### config.mk
export PLATFORM = sky130hd
export DESIGN_NAME = mem_bus_arbiter
export DESIGN_NICKNAME = d
export VERILOG_FILES = /design/src/rtl/mem_bus_arbiter_pkg.sv /design/src/rtl/bus_prio_sel.sv /design/src/rtl/mem_bus_arbiter.sv
export SDC_FILE = /design/constraint.sdc
export NUM_CORES = 1
export LEC_CHECK = 0
export BUFFER_PORTS_ARGS = -buffer_cell sky130_fd_sc_hd__buf_2
export CORE_UTILIZATION = 45
export DETAILED_ROUTE_END_ITERATION = 6
export GPL_TIMING_DRIVEN = 0
export HOLD_SLACK_MARGIN = 0.1
export PLACE_DENSITY_LB_ADDON = 0.2
export SLEW_MARGIN = 0
export SYNTH_ARGS = -nofsm -noshare
export SYNTH_HDL_FRONTEND = slang
export SYNTH_HIERARCHICAL = 1
export SYNTH_SLANG_ARGS = --single-unit
### constraint.sdc
create_clock -name clk -period 3.39 [get_ports clk]
set_input_delay 0.5085 -clock clk [delete_from_list [all_inputs] [get_ports clk]]
set_output_delay 0.5085 -clock clk [all_outputs]
set_load 0.05 [all_outputs]
### src/rtl/mem_bus_arbiter_pkg.sv
// Shared encodings for the memory bus arbiter: requester owner ids, FSM states,
// and the registered bus command bundle.
package mem_bus_arbiter_pkg;

    typedef enum logic [1:0] {
        OWN_NONE  = 2'd0,
        OWN_FETCH = 2'd1,
        OWN_EXE   = 2'd2,
        OWN_DMA   = 2'd3
    } owner_e;

    typedef enum logic {
        ST_IDLE   = 1'b0,
        ST_ACCESS = 1'b1
    } state_e;

    localparam logic [15:0] BUS_IDLE_ADDR = 16'h0000;

    typedef struct packed {
        logic [15:0] addr;
        logic        rw_n;
        logic [7:0]  wdata;
    } bus_cmd_t;

    localparam bus_cmd_t BUS_CMD_RESET = '{addr: BUS_IDLE_ADDR, rw_n: 1'b1, wdata: 8'h00};

endpackage

### src/rtl/bus_prio_sel.sv
// Fixed-priority winner selection (DMA > EXE > FETCH); a held execute lock
// restricts the candidates to EXE alone.
module bus_prio_sel
    import mem_bus_arbiter_pkg::*;
(
    input  logic   f_req_i,
    input  logic   exe_req_i,
    input  logic   dma_req_i,
    input  logic   lock_i,
    input  owner_e owner_i,
    output owner_e win_owner_o,
    output logic   win_vld_o
);

    always_comb begin
        win_owner_o = OWN_NONE;
        win_vld_o   = 1'b0;
        // Under lock nobody else may take the bus, even while EXE is quiet.
        if (lock_i && (owner_i == OWN_EXE)) begin
            if (exe_req_i) begin
                win_owner_o = OWN_EXE;
                win_vld_o   = 1'b1;
            end
        end else if (dma_req_i) begin
            win_owner_o = OWN_DMA;
            win_vld_o   = 1'b1;
        end else if (exe_req_i) begin
            win_owner_o = OWN_EXE;
            win_vld_o   = 1'b1;
        end else if (f_req_i) begin
            win_owner_o = OWN_FETCH;
            win_vld_o   = 1'b1;
        end
    end

endmodule

### src/rtl/mem_bus_arbiter.sv
// Single-owner arbiter for the CPU memory bus: one registered access per cycle,
// read data captured at the end of the granted cycle and acked the cycle after.
module mem_bus_arbiter
    import mem_bus_arbiter_pkg::*;
(
    input  logic        clk,
    input  logic        rst_n,
    input  logic        f_req,
    input  logic [15:0] f_addr,
    output logic        f_gnt,
    output logic        f_ack,
    input  logic        exe_req,
    input  logic        exe_lock,
    input  logic [15:0] exe_addr,
    input  logic        exe_rw_n,
    input  logic [7:0]  exe_wdata,
    output logic        exe_gnt,
    output logic        exe_ack,
    input  logic        dma_req,
    input  logic        dma_rw_n,
    input  logic [15:0] dma_addr,
    input  logic [7:0]  dma_wdata,
    output logic        dma_gnt,
    output logic        dma_ack,
    output logic [7:0]  rd_data,
    input  logic [7:0]  mem_data_in,
    output logic [15:0] addr_bus,
    output logic [7:0]  mem_data_out,
    output logic        rw_n,
    output logic        memory_access,
    output logic        cpu_halt
);

    state_e     state_q, state_d;
    owner_e     owner_q, owner_d;
    owner_e     win_owner;
    logic       win_vld;
    logic       lock_q, lock_d, lock_active;
    bus_cmd_t   cmd_q, cmd_d;
    logic [7:0] rd_data_q, rd_data_d;
    logic [2:0] ack_q, ack_d;
    logic [2:0] gnt;
    logic       halt_q, halt_d;
    logic       access;

    assign lock_active = lock_q & exe_lock;

    bus_prio_sel u_prio_sel (
        .f_req_i     (f_req),
        .exe_req_i   (exe_req),
        .dma_req_i   (dma_req),
        .lock_i      (lock_active),
        .owner_i     (owner_q),
        .win_owner_o (win_owner),
        .win_vld_o   (win_vld)
    );

    always_ff @(posedge clk) begin
        if (!rst_n) begin
            state_q <= ST_IDLE;
        end else begin
            state_q <= state_d;
        end
    end

    // Every access is single-cycle, so arbitration re-runs at every edge.
    always_comb begin
        state_d = win_vld ? ST_ACCESS : ST_IDLE;
    end

    always_comb begin
        access        = (state_q == ST_ACCESS);
        gnt[0]        = access && (owner_q == OWN_FETCH);
        gnt[1]        = access && (owner_q == OWN_EXE);
        gnt[2]        = access && (owner_q == OWN_DMA);
        f_gnt         = gnt[0];
        exe_gnt       = gnt[1];
        dma_gnt       = gnt[2];
        f_ack         = ack_q[0];
        exe_ack       = ack_q[1];
        dma_ack       = ack_q[2];
        memory_access = access;
        addr_bus      = cmd_q.addr;
        rw_n          = cmd_q.rw_n;
        mem_data_out  = cmd_q.wdata;
        rd_data       = rd_data_q;
        cpu_halt      = halt_q;
    end

    always_comb begin
        cmd_d = cmd_q;
        if (win_vld) begin
            case (win_owner)
                OWN_FETCH: begin
                    cmd_d.addr = f_addr;
                    cmd_d.rw_n = 1'b1;
                end
                OWN_EXE:   cmd_d = '{addr: exe_addr, rw_n: exe_rw_n, wdata: exe_wdata};
                OWN_DMA:   cmd_d = '{addr: dma_addr, rw_n: dma_rw_n, wdata: dma_wdata};
                default:   cmd_d = cmd_q;
            endcase
        end

        // Lock is taken by an EXE grant with exe_lock high and survives idle cycles.
        lock_d    = exe_lock & (lock_q | (win_vld & (win_owner == OWN_EXE)));
        owner_d   = win_vld ? win_owner : (lock_d ? OWN_EXE : OWN_NONE);
        rd_data_d = (access && cmd_q.rw_n) ? mem_data_in : rd_data_q;
        ack_d     = gnt;
        halt_d    = dma_req | (access & (owner_q == OWN_DMA));
    end

    always_ff @(posedge clk) begin
        if (!rst_n) begin
            owner_q   <= OWN_NONE;
            lock_q    <= 1'b0;
            cmd_q     <= BUS_CMD_RESET;
            rd_data_q <= 8'h00;
            ack_q     <= 3'b000;
            halt_q    <= 1'b0;
        end else begin
            owner_q   <= owner_d;
            lock_q    <= lock_d;
            cmd_q     <= cmd_d;
            rd_data_q <= rd_data_d;
            ack_q     <= ack_d;
            halt_q    <= halt_d;
        end
    end

endmodule
==> impl_results.md <==
- Global-route wire length before repair: 7760 microns
- Row count: 23
- Met3 WL: 376 microns
- Post-DRT Antenna Nets: 0
- Flops & latches, synth: 41
- Worst slew pin tran: 0.580 ns
- Seq/Total Area, Yosys: 42.6%
- Hold path cells: 3
- Largest cells by area after synthesis: dfxtp_1 (43%), mux2_2 (9.3%), o211a_1 (4.7%)
- DR WL met2: 2320 microns
- Worst VDD drop: 0.268 mV
- Proportion of netlist area held by the largest area contributor: 42.6%
- Compound-Gate Fraction of Synth Area: 21.0%
- Mux share of post-synthesis cell area: 13.5%
- RSZ-0062 raised after global routing: no
- Yosys Warn Count: 6
- Synth Area in XOR/XNOR: 0%
- Post-Syn Area per Cell: 9.45 sq um
- Outcome: completed
- Nets: 411
- Ys flop type: dfxtp_1
- Setup TNS: 0 ns
- Initial antenna violation count: 0
- Max Fclk: 0.538 GHz
- Buffers on Ports: 120
- CTS tree: done
- Initial Utilization: 47.5%
- Clock Skew: 0.00761 ns
- Mapped Cells: 204
- Drt total wl: 4880 microns
- Diodes inserted: 0
- Final setup viols: 0
- Die width: 67.5 microns
- DP HPWL: 3740 microns
- Async set-reset flop share out of synthesis: 0%
- EDFF count, synth: 0
- Post-synthesis simple-gate area fraction: 15.5%
- Slew Viols, Final: 0
- Via density: 5.05
- Clock transition at the registers of the reported paths: 0.08 ns
- DR top layer: met4
- Slew headroom: 61.2%
- Root Buffer: clkbuf_8
- Global-route usage over all layers: 23.1%
- Area leader, netlist: dfxtp_1
- Routed vias: 1929
- Post-CTS Setup Repair Bufs: 0
- Max-cap violations: 0
- Worst r2r path cells: 6
- Final GP Congestion: 0.702
- CTS Sinks: 41
- Num CTS Buffers: 5
- Yosys cell types: 33
- Area grow syn2layout: 38.7%
- DRT iter0 DRCs: 90
- CP Capture Type: primary output
- HP Class: in2reg
- Worst path arrival time: 1.35 ns
- Cts-stage hold buffer count: 0
- Vias in the first global route: 1784
- Clock buffer depth: 2
- Largest net degree at the start of global routing: 13
- Die footprint: 4550 sq um
- Leakage Power: 1.43 nW
- Critical path type: reg2out
- Hold Slack: 0.452 ns
- Final min period: 1.86 ns
- Length of routed wiring on met1: 2140 microns
- Final-report hold violation count: 0
- DRC: 0
- CTS resizes: 0
- First-pass iteration count of the detailed router: 4
- CP Max Fanout: 10
- Layout cells sized above 1: 48.8%
- Main combinational cell family by area after synthesis: compound AO/OA/AOI/OAI gates
- Post-Synth Adder-Cell Area: 0%
- Worst skew pair latency: 0.29 ns
- Grt total ovfl: 0
- Tcrit/Tclk final: 54.8%
- Net Count, Synth: 284
- # IOs: 121
- H-Tree Depth: 2
- Crit path launch type: register
- Netlist Area Pre-Place: 1930 sq um
- Core area: 4060 sq um
- Die height: 67.5 microns
- Pwr Density: 460 nW/um^2
- Wire per inst: 12.8 microns
- CP Data Required Time: 2.88 ns
cell usage after synthesis (all sizes together) (2+ instances only):
library cell  instances
mux2i                 8
nor2                 21
and3                  2
o22ai                16
inv                   2
a31oi                 2
dfxtp                41
nand3b                2
o211a                 9
mux2                 16
and2                  6
buf                  13
nand2                23
a21boi                8
o21a                  2
clkbuf                3
nand3                 8
o21ai                17
report_power, final:
part	leakage (nW)	total (mW)	internal, mW	switching (mW)
Clock	0.0450	0.305	0.143	0.163
Sequential	0.340	0.543	0.522	0.0210
Combinational	1.04	0.381	0.137	0.244
Total	1.43	1.23	0.801	0.427
registers in the layout, summed over array words and instances, names as in the netlist:
signal         cells
owner_q            2
addr_bus          16
ack_q              3
rd_data            8
cpu_halt           1
lock_q             1
mem_data_out       8
memory_access      1
rw_n               1
worst max-delay path: stages, from the launching register on:
cell and delay (ns):
dfxtp_1 0.36, buf_2 0.22, nand2_1 0.07, nor2_1 0.12
buf_2 0.28
routing by layer:
layer / up-vias / track usage, %
met1: 867 / 25.5
met5: - / 0
li1: 979 / -
met2: 77 / 40.9
met4: 0 / 7.18
met3: 6 / 8.61
layout make-up:
class                           instances  area (sq um)
Multi-Input combinational cell        145           963
Timing Repair Buffer                  120           601
Buffer                                 16           136
Clock buffer                            6          72.6
Inverter                                2          7.51
Fill cell                             361          1380
Clock inverter                          2          10.0
Sequential cell                        41           821
Tap cell                               50          62.6
stage by stage:
step	instance area (sq um)	power [mW]	util (%)	instances	setup WS, ns
3_5_place_dp	2590	0.935	63.9	374	1.31
5_1_grt	2670	1.29	65.9	382	1.31
2_1_floorplan	1930	0.824	-	204	1.24
4_1_cts	2670	1.24	65.9	382	1.52
6_report	2670	1.23	65.9	382	1.53
3_3_place_gp	2590	0.929	63.9	374	1.32
cell usage in the layout (no fill, tap or decap), types with 2 or more instances in the layout:
cell	count
buf_2	123
dfxtp_1	41
nand2_1	22
nor2_1	21
mux2_2	16
o21ai_0	14
o22ai_1	14
o211a_1	9
nand3_1	8
a21boi_0	8
mux2i_1	8
buf_6	6
and2_1	5
clkbuf_8	5
clkbuf_1	3
o21ai_1	3
and3_1	2
inv_1	2
o21a_1	2
buf_4	2
o22ai_2	2
clkinv_2	2
a31oi_1	2
cell families after synthesis:
| group | after synthesis |
|---|---|
| simple gates | 64 |
| compound gates | 57 |
| flops | 41 |
| mux | 24 |
| buf+inv | 18 |
path summary, 6_finish.rpt:
check                      startpoint                       end  slack (ns)
min reg2reg   rd_data[0]$_SDFFE_PN0P_   rd_data[0]$_SDFFE_PN0P_        0.46
max reg2reg     owner_q[0]$_SDFF_PN0_  addr_bus[8]$_SDFFE_PN0P_        1.58
min                         f_addr[4]  addr_bus[4]$_SDFFE_PN0P_        0.45
max          memory_access$_SDFF_PN0_                   exe_gnt        1.53
Note: power is estimated with default switching activity, not from simulation.
